### config.mk
export PLATFORM = sky130hd
export DESIGN_NAME = compressor_multilane_flat
export DESIGN_NICKNAME = d
export VERILOG_FILES = /design/src/rtl/compressor_pkg.sv /design/src/rtl/compressor_multilane_if.sv /design/src/rtl/plane_counter.sv /design/src/rtl/compressor_multilane.sv /design/src/flat_wrapper.sv
export SDC_FILE = /design/constraint.sdc
export NUM_CORES = 1
export LEC_CHECK = 0
export CORE_MARGIN = 4
export CORE_UTILIZATION = 48
export DETAILED_ROUTE_END_ITERATION = 10
export PLACE_DENSITY = 0.76
export REMOVE_ABC_BUFFERS = 1
export SLEW_MARGIN = 20
export SYNTH_ARGS = -nofsm -noshare
export SYNTH_HDL_FRONTEND = slang
export SYNTH_SLANG_ARGS = --single-unit
### constraint.sdc
create_clock -name clk -period 2.1 [get_ports clk]
set_input_delay 0.42 -clock clk [delete_from_list [all_inputs] [get_ports clk]]
set_output_delay 0.42 -clock clk [all_outputs]
set_load 0.02 [all_outputs]
### src/rtl/compressor_pkg.sv
// Shared constants and helpers for the multi-lane bit-plane compressor.
package compressor_pkg;

    function automatic int unsigned clog2(input int unsigned value);
        int unsigned r;
        r = 0;
        for (int unsigned i = 0; i < 32; i++) begin
            if ((64'd1 << r) < 64'(value)) begin
                r = r + 1;
            end
        end
        return r;
    endfunction

    localparam int unsigned DEF_SIZE_INPUT = 8;
    localparam int unsigned DEF_SIZE_CODE  = 5;
    localparam int unsigned DEF_NUM_LANES  = 4;
    localparam int unsigned LANE_CNT_W     = clog2(DEF_NUM_LANES + 1);

    // Saturation limits for the default counter width.
    localparam int UP_SAT_MAX  = (1 << DEF_SIZE_CODE) - 1;
    localparam int NEG_SAT_MIN = -(1 << (DEF_SIZE_CODE - 1));

endpackage

### src/rtl/compressor_multilane_if.sv
// Input lanes, control strobes and snapshot handshake of the multi-lane compressor.
interface compressor_multilane_if import compressor_pkg::*; #(
    parameter int unsigned SIZE_INPUT = DEF_SIZE_INPUT,
    parameter int unsigned SIZE_CODE  = DEF_SIZE_CODE,
    parameter int unsigned NUM_LANES  = DEF_NUM_LANES
);
    logic                            enable;
    logic                            clear;
    logic [NUM_LANES*SIZE_INPUT-1:0] numin;
    logic                            dump;
    logic                            dump_ready;
    logic                            out_valid;
    logic                            out_ready;
    logic [SIZE_INPUT*SIZE_CODE-1:0] countout;
    logic [SIZE_INPUT-1:0]           ovf_out;

    modport master (
        output enable, clear, numin, dump, out_ready,
        input  dump_ready, out_valid, countout, ovf_out
    );

    modport slave (
        input  enable, clear, numin, dump, out_ready,
        output dump_ready, out_valid, countout, ovf_out
    );

endinterface

### src/rtl/plane_counter.sv
// One bit plane: lane popcount into a saturating accumulator with a sticky overflow flag.
// NEG=1 makes it a signed down-counter for the two's-complement sign plane.
module plane_counter import compressor_pkg::*; #(
    parameter int unsigned SIZE_CODE = DEF_SIZE_CODE,
    parameter int unsigned NUM_LANES = DEF_NUM_LANES,
    parameter bit          NEG       = 1'b0
) (
    input  logic                 clk,
    input  logic                 reset,
    input  logic                 enable,
    input  logic                 clear,
    input  logic                 restart,
    input  logic [NUM_LANES-1:0] lane_bits,
    output logic [SIZE_CODE-1:0] snap_count,
    output logic                 snap_ovf
);

    localparam int unsigned CntW = clog2(NUM_LANES + 1);
    localparam int unsigned SumW = SIZE_CODE + 1;

    logic [CntW-1:0]      inc;
    logic [SumW-1:0]      sum;
    logic                 clip;
    logic [SIZE_CODE-1:0] sat;
    logic [SIZE_CODE-1:0] acc_q, acc_d;
    logic                 ovf_q, ovf_d;

    always_comb begin
        inc = '0;
        if (enable) begin
            for (int l = 0; l < NUM_LANES; l++) begin
                inc = inc + CntW'(lane_bits[l]);
            end
        end
    end

    // One extra bit of headroom: clipping is detected before anything reaches state.
    always_comb begin
        if (NEG) begin
            sum  = {acc_q[SIZE_CODE-1], acc_q} - SumW'(inc);
            clip = sum[SumW-1] ^ sum[SumW-2];
            sat  = clip ? {1'b1, {(SIZE_CODE-1){1'b0}}} : sum[SIZE_CODE-1:0];
        end else begin
            sum  = {1'b0, acc_q} + SumW'(inc);
            clip = sum[SumW-1];
            sat  = clip ? '1 : sum[SIZE_CODE-1:0];
        end
    end

    assign snap_count = sat;
    assign snap_ovf   = ovf_q | clip;

    always_comb begin
        acc_d = sat;
        ovf_d = ovf_q | clip;
        if (clear || restart) begin
            acc_d = '0;
            ovf_d = 1'b0;
        end
    end

    always_ff @(posedge clk or negedge reset) begin
        if (!reset) begin
            acc_q <= '0;
            ovf_q <= 1'b0;
        end else begin
            acc_q <= acc_d;
            ovf_q <= ovf_d;
        end
    end

endmodule

### src/rtl/compressor_multilane.sv
// Multi-lane bit-plane compressor: per-plane popcount accumulation with a valid/ready
// snapshot register that restarts accumulation on the same edge as a dump.
module compressor_multilane import compressor_pkg::*; #(
    parameter int unsigned SIZE_INPUT = DEF_SIZE_INPUT,
    parameter int unsigned SIZE_CODE  = DEF_SIZE_CODE,
    parameter int unsigned NUM_LANES  = DEF_NUM_LANES
) (
    input logic                    clk,
    input logic                    reset,
    compressor_multilane_if.slave  bus
);

    logic [SIZE_INPUT-1:0][NUM_LANES-1:0] plane_bits;
    logic [SIZE_INPUT*SIZE_CODE-1:0]      snap_count;
    logic [SIZE_INPUT-1:0]                snap_ovf;
    logic                                 dump_ready;
    logic                                 dump_accept;

    logic                            out_valid_q, out_valid_d;
    logic [SIZE_INPUT*SIZE_CODE-1:0] countout_q, countout_d;
    logic [SIZE_INPUT-1:0]           ovf_out_q, ovf_out_d;

    // Transpose lanes into bit planes.
    always_comb begin
        for (int i = 0; i < SIZE_INPUT; i++) begin
            for (int l = 0; l < NUM_LANES; l++) begin
                plane_bits[i][l] = bus.numin[l*SIZE_INPUT + i];
            end
        end
    end

    assign dump_ready  = !out_valid_q || bus.out_ready;
    assign dump_accept = bus.dump && dump_ready && !bus.clear;

    for (genvar i = 0; i < SIZE_INPUT; i++) begin : g_plane
        plane_counter #(
            .SIZE_CODE (SIZE_CODE),
            .NUM_LANES (NUM_LANES),
            .NEG       (i == SIZE_INPUT - 1)
        ) u_plane (
            .clk        (clk),
            .reset      (reset),
            .enable     (bus.enable),
            .clear      (bus.clear),
            .restart    (dump_accept),
            .lane_bits  (plane_bits[i]),
            .snap_count (snap_count[i*SIZE_CODE +: SIZE_CODE]),
            .snap_ovf   (snap_ovf[i])
        );
    end

    always_comb begin
        out_valid_d = out_valid_q;
        countout_d  = countout_q;
        ovf_out_d   = ovf_out_q;
        if (dump_accept) begin
            out_valid_d = 1'b1;
            countout_d  = snap_count;
            ovf_out_d   = snap_ovf;
        end else if (out_valid_q && bus.out_ready) begin
            out_valid_d = 1'b0;
        end
    end

    always_ff @(posedge clk or negedge reset) begin
        if (!reset) begin
            out_valid_q <= 1'b0;
            countout_q  <= '0;
            ovf_out_q   <= '0;
        end else begin
            out_valid_q <= out_valid_d;
            countout_q  <= countout_d;
            ovf_out_q   <= ovf_out_d;
        end
    end

    assign bus.dump_ready = dump_ready;
    assign bus.out_valid  = out_valid_q;
    assign bus.countout   = countout_q;
    assign bus.ovf_out    = ovf_out_q;

endmodule

### src/flat_wrapper.sv
// flat-port wrapper written by rule: the top's interface ports become plain ports
module compressor_multilane_flat import compressor_pkg::*;
#(
    parameter int unsigned SIZE_INPUT = DEF_SIZE_INPUT,
    parameter int unsigned SIZE_CODE  = DEF_SIZE_CODE,
    parameter int unsigned NUM_LANES  = DEF_NUM_LANES
)
  (clk, reset, bus_enable, bus_clear, bus_numin, bus_dump, bus_out_ready, bus_dump_ready, bus_out_valid, bus_countout, bus_ovf_out);
  compressor_multilane_if #(.SIZE_INPUT(SIZE_INPUT), .SIZE_CODE(SIZE_CODE), .NUM_LANES(NUM_LANES)) bus_i ();
  input logic clk;
  input logic reset;
  input wire logic [$bits(bus_i.enable)-1:0] bus_enable;
  input wire logic [$bits(bus_i.clear)-1:0] bus_clear;
  input wire logic [$bits(bus_i.numin)-1:0] bus_numin;
  input wire logic [$bits(bus_i.dump)-1:0] bus_dump;
  input wire logic [$bits(bus_i.out_ready)-1:0] bus_out_ready;
  output wire logic [$bits(bus_i.dump_ready)-1:0] bus_dump_ready;
  output wire logic [$bits(bus_i.out_valid)-1:0] bus_out_valid;
  output wire logic [$bits(bus_i.countout)-1:0] bus_countout;
  output wire logic [$bits(bus_i.ovf_out)-1:0] bus_ovf_out;
  assign bus_i.enable = bus_enable;
  assign bus_i.clear = bus_clear;
  assign bus_i.numin = bus_numin;
  assign bus_i.dump = bus_dump;
  assign bus_i.out_ready = bus_out_ready;
  assign bus_dump_ready = bus_i.dump_ready;
  assign bus_out_valid = bus_i.out_valid;
  assign bus_countout = bus_i.countout;
  assign bus_ovf_out = bus_i.ovf_out;
  compressor_multilane #(.SIZE_INPUT(SIZE_INPUT), .SIZE_CODE(SIZE_CODE), .NUM_LANES(NUM_LANES)) u_core (.clk(clk), .reset(reset), .bus(bus_i));
endmodule
; ---- After elaboration in Yosys (flattened, before gate mapping)
; Cells that the tools add are included.
[totals]
inputBits = 38
output_inout_bits = 50
reg_bits = 97
word_cells = 102
[classes]
n_reduce_logical = 8
n_mux = 34
addsub = 32
n_bitwise = 9
[op_table]
columns = cell, count
row1 = $mux 5, 16
row2 = $add 5x3->6, 7
row3 = $add 2x1->3, 8
row4 = $add 3x1->3, 8
row5 = $mux 3, 8
row6 = $add 1x1->2, 8
row7 = $mux 1, 10
row8 = $or 1x1->1, 8
row9 = $sub 5x4->6, 1
row10 = $logic_and 1x1->1, 3
row11 = $logic_not 1->1, 2
row12 = $logic_or 1x1->1, 2
row13 = $reduce_bool 2->1, 1
row14 = $xor 1x1->1, 1

; ---- Logic depth before layout (Yosys ltp)
[depth]
depth_word = 8
mapped_depth = 13
mapped_depth_nobuf = 12

; ---- By module
; From an unflattened synthesis, not the netlist that was laid out.
[hier_totals]
hier_cells = 437
hier_area_um2 = 5368.9
[by_module_without_submodules]
columns = module, seq_area_each_um2, cells_each, area_each_um2, instances
row1 = plane_counter (u_core.g_plane[0].u_plane ...), 150.1, 41, 439.2, 7
row2 = compressor_multilane, 1226.2, 106, 1853.0, 1
row3 = plane_counter (u_core.g_plane[7].u_plane), 150.1, 44, 441.7, 1

; ---- Worst setup path after synthesis
; Ideal clock, no wire load.
[synth_path]
kind = input port to flip-flop
start = input port bus_numin[7]
end = register u_core.countout_q[36], in the netlist u_core.bus.countout[36]
slack_ps = -905
path_buffers = 1
t_arrival_ps = 2923
required_ps = 2017
path_stages = 11
setup_ps = 83
path_cell_list = fa_1 > ha_1 > ha_1 > nand2_1 > fa_1 > a211oi_1 > xnor2_1 > ha_1 > buf_1 > nand2b_1 > o21ai_0
[synth_between]
elab_chain_len = 7
[synth_rtl]
columns = element, line_no
row1 = from (decl), flat_wrapper.sv:14  ; input wire logic [$bits(bus_i.numin)-1:0] bus_numin;
row2 = $add 1x1->2 (*), plane_counter.sv:32  ; inc = inc + CntW'(lane_bits[l]);
row3 = $add 2x1->3 (*), plane_counter.sv:32
row4 = $add 3x1->3 (*), plane_counter.sv:32
row5 = $mux 3 (*), plane_counter.sv:30  ; if (enable) begin
row6 = $sub 5x4->6 (*), plane_counter.sv:40  ; sum = {acc_q[SIZE_CODE-1], acc_q} - SumW'(inc);
row7 = $xor 1x1->1, plane_counter.sv:41  ; clip = sum[SumW-1] ^ sum[SumW-2];
row8 = $mux 5 (*), plane_counter.sv:42  ; sat = clip ? {1'b1, {(SIZE_CODE-1){1'b0}}} : sum[SIZE_CODE-1:0];
row9 = to (signal assigned), compressor_multilane.sv:72  ; countout_q <= countout_d;
row10 = to (decl), compressor_multilane.sv:20  ; logic [SIZE_INPUT*SIZE_CODE-1:0] countout_q, countout_d;
; Every way passes the cells marked *; elsewhere a longest branch is shown, timed or not.
; A chain may end at the register's enable or synchronous reset.

; ---- Final worst setup path
[layout_path]
start = input port bus_numin[31]
end = register u_core.countout_q[37], in the netlist u_core.bus.countout[37]
[layout_between]
elab_chain_len = 5
[layout_rtl]
columns = element, line_no
row1 = $add 3x1->3 (*), plane_counter.sv:32
row2 = $mux 3 (*), plane_counter.sv:30
row3 = $sub 5x4->6 (*), plane_counter.sv:40
row4 = $xor 1x1->1, plane_counter.sv:41
row5 = $mux 5 (*), plane_counter.sv:42
; Marked as above.

==> impl_metrics.env <==
export IMPL_status="finished with violations"
export IMPL_violations="negative setup slack"
export IMPL_io_pins=88
export IMPL_grt_max_degree=37
export IMPL_fin_nets=696
export IMPL_min_period_ns=2.62
export IMPL_num_vias=3865
export IMPL_synth_cell_types=41
export IMPL_grt_pass1_vias=4186
export IMPL_startpoint_type="input port"
export IMPL_critPathRequiredTime_ns=2.38
export IMPL_cts_path_max_buffers=2
export IMPL_dp_hpwl_mm=7.84
export IMPL_post_route_period_util_pct=125
export IMPL_drv_slew=0
export IMPL_crit_slowest_cell="fa_1"
export IMPL_min_path_type="reg -> reg"
export IMPL_area_growth_pct=46.5
export IMPL_synth_avg_cell_area_um2=10.6
export IMPL_synth_top_area_share_pct=47.9
export IMPL_async_reset_ff_share_pct=100
export IMPL_insertion_delay_ns=0.37
export IMPL_cts_made_buffers=9
export IMPL_wl_per_cell_um=16.0
export IMPL_grt_pass1_wl_mm=19.7
export IMPL_crit_path_end_kind="flip-flop"
export IMPL_skew_ns=0.00930
export IMPL_dr_first_iter_drc_count=105
export IMPL_p_leak_nw=3.08
export IMPL_fp_dieW_um=111
export IMPL_port_buffers=87
export IMPL_max_freq_mhz=381
export IMPL_place_congestion=0.796
export IMPL_drtPass1Iterations=4
export IMPL_rows=37
export IMPL_cts_root_buf="clkbuf_8"
export IMPL_tightest_slew_ns=0.451
export IMPL_p_per_area_nw_per_um2=776
export IMPL_drc=0
export IMPL_crit_arrival_ns=2.91
export IMPL_final_setup_tns_ns=-16.14
export IMPL_hold_viol_final=0
export IMPL_postLayoutCellArea_um2=7420
export IMPL_cpMostUsedCell="ha_4"
export IMPL_path_cells="buf_6 > fa_1 > ha_1 > and2_4 > ha_4 > inv_2 > fa_2 > a211oi_2 > xnor2_1 > ha_4 > o31ai_2"
export IMPL_overflow=0
export IMPL_crit_type="in -> reg"
export IMPL_crit_path_max_incr_delay_ns=0.47
export IMPL_irDropWorstVdd_mv=0.979
export IMPL_initial_core_util_pct=49.3
export IMPL_cts_clk_slew_worst_paths_ns=0.10
export IMPL_crit_fanout=8
export IMPL_fp_dieArea_um2=12300
export IMPL_worst_slack_ns=-0.524
export IMPL_critPathBufInv=2
export IMPL_syn_area_um2=5060
export IMPL_cts_htree_levels=3
export IMPL_post_drt_via_cell_ratio=5.21
export IMPL_yosysTopAreaCell="dfrtp_1"
export IMPL_placed_area_um2=6340
export IMPL_yosysWarnings=0
export IMPL_fp_dieH_um=111
export IMPL_synth_area_leaders="dfrtp_1 (48%), ha_1 (10%), fa_1 (6.3%)"
export IMPL_rsz0062_at_grt="true"
export IMPL_track_usage_pct=19.5
export IMPL_diodes=0
export IMPL_drv_cap=0
export IMPL_synthCells=479
export IMPL_synth_seq_cells=97
export IMPL_design_core_area_um2=10300
export IMPL_final_setup_viol_count=94
export IMPL_antenna_found_initial=0
export IMPL_crit_family="adder cells"
export IMPL_drive_gt1_share_pct=39.4
export IMPL_cts_tree="yes"
export IMPL_synth_edf_count=0
export IMPL_ys_seq_area_share_pct=47.9
export IMPL_wirelength_mm=11.8
export IMPL_drtAntennaViolNets=0
export IMPL_cts_sinks=97
export IMPL_synth_ff_type="dfrtp_1"
export IMPL_slew_headroom_pct=69.9
[cells in the final DEF (no fill, tap or decap), drive strengths merged, types with 6 or more instances in the layout]
| master | Yosys | layout |
|---|---|---|
| nand2b | 6 | 6 |
| dfrtp | 97 | 97 |
| o21ai | 19 | 19 |
| clkbuf | 6 | 9 |
| a21o | 6 | 6 |
| fa | 16 | 16 |
| a31oi | 18 | 18 |
| nor3 | 13 | 13 |
| or3 | 10 | 10 |
| nand2 | 29 | 29 |
| nor2 | 73 | 73 |
| a21oi | 29 | 29 |
| nor2b | 8 | 8 |
| ha | 41 | 41 |
| a211oi | 6 | 6 |
| and2 | 22 | 22 |
| inv | 27 | 33 |
| clkdlybuf4s50 | 0 | 62 |
| buf | 12 | 66 |
| xor2 | 8 | 8 |
[state kept, by name, summed over array words and instances (netlist names)]
| name | count |
|---|---|
| u_core.bus.out_valid | 1 |
| u_core.g_plane.u_plane.acc_q | 40 |
| u_core.bus.ovf_out | 8 |
| u_core.g_plane.u_plane.ovf_q | 8 |
| u_core.bus.countout | 40 |
[metrics by stage]
stage | hold slack (ns) | worst slack (ns) | total power [W] | instances | util, %
final | 0.498 | -0.524 | 0.00576 | 742 | 72.2
after detailed placement | 0.409 | -1.47 | 0.00399 | 720 | 61.7
after global routing | 0.521 | -0.599 | 0.00610 | 742 | 72.2
after CTS | 0.497 | -0.631 | 0.00553 | 740 | 69.5
after global placement | 0.401 | -1.34 | 0.00391 | 720 | 61.7
after floorplan | 0.124 | -0.834 | 0.00319 | 461 | -
[final timing paths]
path / start / endpoint / slack (ns) / cells after the start
min in group asynchronous: reset / u_core.g_plane[7].u_plane.ovf_q$_DFF_PN0_ / 0.53 / 2
worst max register to register: u_core.g_plane[7].u_plane.acc_q[0]$_DFF_PN0_ / u_core.bus.countout[37]$_DFFE_PN0P_ / 0.04 / 8
worst min-delay path: u_core.bus.countout[23]$_DFFE_PN0P_ / u_core.bus.countout[23]$_DFFE_PN0P_ / 0.50 / 2
worst min register to register: u_core.bus.countout[23]$_DFFE_PN0P_ / u_core.bus.countout[23]$_DFFE_PN0P_ / 0.50 / 2
worst max-delay path: bus_numin[31] / u_core.bus.countout[37]$_DFFE_PN0P_ / -0.52 / 11
max in group asynchronous: reset / u_core.bus.ovf_out[6]$_DFFE_PN0P_ / 1.02 / 3
[worst min-delay path: stages (launching register included)]
cell and delay, ns:
dfrtp_1 0.36, nand2_1 0.05, o21ai_1 0.06
[layer usage]
layer	wire length, um	GRT usage (%)	up-vias	part of all wire, %
li1	-	-	1859	-
met1	4670	22.8	1900	39
met2	6420	35.8	87	54
met3	486	3.22	19	4.1
met4	264	7.22	0	2.2
met5	0	0	-	0
[power by group]
part	switching, W	internal [W]
Clock	0.000723	0.000467
Combinational	0.00118	0.00115
Sequential	0.000150	0.00209
[cell type report]
| class | count | area, um^2 |
|---|---|---|
| multi-input cells | 337 | 3290 |
| fillers | 746 | 2860 |
| flip-flops and latches | 97 | 2430 |
| repair buffers | 129 | 1240 |
| well taps | 136 | 170 |
| clock buffers | 9 | 124 |
| inverters | 27 | 104 |
| clock inverters | 7 | 66.3 |
[cells in the mapped netlist, types with 6 or more instances]
cell and number:
fa_1 16, o21ai_0 9, ha_1 41, nor2b_1 7
a31oi_1 18, a21o_1 6, nand2_1 29, and2_1 22
clkbuf_1 6, nor3_1 13, inv_1 27, a21oi_1 29
or3_1 8, nor2_1 73, dfrtp_1 97, o21ai_1 8
xor2_1 8
[repair_timing]
| item | 4_1_cts | 5_1_grt |
|---|---|---|
| resized for setup | 233 | 49 |
| hold endpoints to repair | 13 | 0 |
| buffers inserted | 3 | 2 |
| setup endpoints to repair | 96 | 96 |
| hold buffers | 1 | 0 |
| pin swaps | 130 | 58 |
[kinds of logic after synthesis]
group	after synthesis	synth area share, %
AND/OR/NAND/NOR	171	16.6
AO/OA/AOI/OAI	97	12.7
flip-flops	97	47.9
adder cells (fa/ha/maj)	57	16.5
buffers and inverters	45	4.25
XOR/XNOR	10	1.73
multiplexers	2	0.395
(Power assumes the default switching activity.)
==> RTL edit (config.mk and constraints unchanged) <==
The package constant `DEF_NUM_LANES` goes from 4 to 8.
--- a/src/rtl/compressor_pkg.sv
+++ b/src/rtl/compressor_pkg.sv
@@ -14,7 +14,7 @@
 
     localparam int unsigned DEF_SIZE_INPUT = 8;
     localparam int unsigned DEF_SIZE_CODE  = 5;
-    localparam int unsigned DEF_NUM_LANES  = 4;
+    localparam int unsigned DEF_NUM_LANES  = 8;
     localparam int unsigned LANE_CNT_W     = clog2(DEF_NUM_LANES + 1);
 
     // Saturation limits for the default counter width.
Ports: changed (resized bus_numin); port bits go from 88 to 120. The function was not compared with the original's and may differ.
==> RTL edit against the unedited design <==
  * The flow still finishes with violations (setup timing)
  * Area after synthesis rose by 26%
  * Worst setup slack got worse by 1400 ps
  * Wire length rose by 38%
  * Critical path depth rose by 5
  * Sequential power up 8%
  * Sequential cell count stayed put
  * Die area increased by 24%
  * Clock skew shrank 5.8 ps
  * Cell area rose by 28%
  * Register-to-register slack worse by 160 ps
  * Core utilization rose by 2.1 points
  * Power increased by 46%
  * Largest power group unchanged
==> RTL edit: results (changes against the unedited design) <==
[critical_path]
cp_slowest_cell = fa_1
r2r_start = u_core.g_plane[7].u_plane.acc_q[0]
slowest_delay_ps = 550  ; +80 ps
rrSetupSlack_ps = -120  ; -160 ps
cp_top_family = adder cells
cp.arrival_ps = 4200  ; +1290 ps
critPathMaxFanout = 8  ; unchanged
crit_start = bus_numin[31]
rr_worst_depth = 10  ; +2
cp-end-kind = flop
r2r_end = u_core.bus.countout[36]

[pwr]
swShare_pct = 37.1  ; +1.5 points
leakage_nw = 4.49  ; +46%
ir_worst_vdd_mv = 1.16  ; +19%

[finish]
drive_above_1_share_pct = 33.0  ; -6.4 points
final_cells = 1050  ; +42%
nFillCells = 838  ; +12%
fin_nets = 1041  ; +50%
n_antenna_cell = 0  ; unchanged
areaGrowthSynthToFinish_pct = 48.7

[placed_design]
gp_congestion = 0.840  ; +5.6%
numPortBuffers = 119  ; +37%
place_area_um2 = 8310  ; +31%
dp_slack_ps = -2880  ; -1420 ps
place_hpwl_um = 11100  ; +41%

[logic_synthesis]
yosys_warnings = 0  ; unchanged
synth.area.top_cells = dfrtp_1 38%, fa_1 13%, ha_1 11%
synth_common_cells = 115 x inv_1, 97 x dfrtp_1, 78 x nor2_1
synthCells = 676  ; +41%
synth_top_flop_cell = dfrtp_1
ys_seq_area_share_pct = 37.9  ; -10 points
synth-async-reset-ratio_pct = 100  ; unchanged
ys_types = 39  ; -4.9%

[sta]
tns_ps = -155680  ; -139550 ps
clock_skew_ps = 3.51  ; -5.79 ps
finalSetupViolations = 96  ; +2.1%
tightestPinTransition_ps = 348  ; -103 ps
setup_ws_ps = -1880  ; -1360 ps

[clock_tree]
clock_latency_ps = 350  ; -20 ps
numCtsBuffers = 9  ; unchanged
cts-root-buf = clkbuf_16
htree_levels = 3  ; unchanged
path_clk_slew_ps = 60  ; -40 ps
cts.path.max_buffers = 2  ; unchanged

[route]
wl_per_cell_um = 15.6  ; -2.2%
drtIter0Drc = 253  ; +140%
vias = 5428  ; +40%
first_pass_iters = 4  ; unchanged

[global_route]
grt_usage_pct = 21.8  ; +2.3 points
antenna_found_initial = 0  ; unchanged
grt_pass1_vias = 5788  ; +38%
grt_pass1_wl_um = 26300  ; +33%
grt_max_degree = 52  ; +41%

[hold_path]
hold_depth = 2  ; unchanged
min_from = u_core.bus.ovf_out[2]
hold_path.class = flop to flop

[run_status]
violations = setup timing
status = finished, violations left

==> RTL edit: layout make-up <==
class                           count  share of cell area (%)
Tap cell                          172                    2.26
Multi-Input combinational cell    445                    45.2
Timing Repair Buffer              205                    19.6
Sequential cell                    97                    25.5
Clock buffer                       13                    2.73
Inverter                          115                    4.53
Clock inverter                      3                   0.158
==> RTL edit: worst min-delay path by stage <==
stage                                        end  slack [ps]
final                      u_core.bus.ovf_out[2]         480
after global routing      u_core.bus.countout[2]         500
after CTS                 u_core.bus.countout[4]         490
after detailed placement  u_core.bus.countout[8]         320
after global placement    u_core.bus.countout[8]         320
after floorplan           u_core.bus.countout[0]         120
==> RTL edit: cells by family (layout without fill, tap and decap cells) <==
logic type / after synthesis / after routing / synth area share [%]
multiplexers: 4 / 4 / 0.703
XOR/XNOR: 15 / 15 / 2.05
AND/OR/NAND/NOR: 191 / 191 / 14.1
flip-flops: 97 / 97 / 37.9
buffers and inverters: 134 / 336 / 8.07
AO/OA/AOI/OAI: 137 / 137 / 13.4
adder cells (fa/ha/maj): 98 / 98 / 23.8
==> RTL edit: timing repair <==
item,CTS,global route
setup buffers,8,11
hold buffers,1,0
resized for setup,234,66
pin swaps,116,66
setup endpoints to repair,96,96
endpoints found under the hold margin,17,0
==> RTL edit: power groups by stage <==
stage | combinational [mW] | sequential, mW | clock, mW
final | 4.42 | 2.43 | 1.56
after global routing | 4.83 | 2.46 | 1.67
after CTS | 3.90 | 2.42 | 1.59
after detailed placement | 3.34 | 2.43 | 0
after global placement | 3.18 | 2.41 | 0
after floorplan | 1.68 | 2.67 | 0
==> RTL edit: routing by layer <==
metal  wire length (um)  up-vias  global-route usage [%]
met3                657       47                    4.71
li1                   -     2575                       -
met5                  0        -                       0
met4                469        0                    7.82
met1               6430     2687                    24.4
met2               8840      119                    40.4
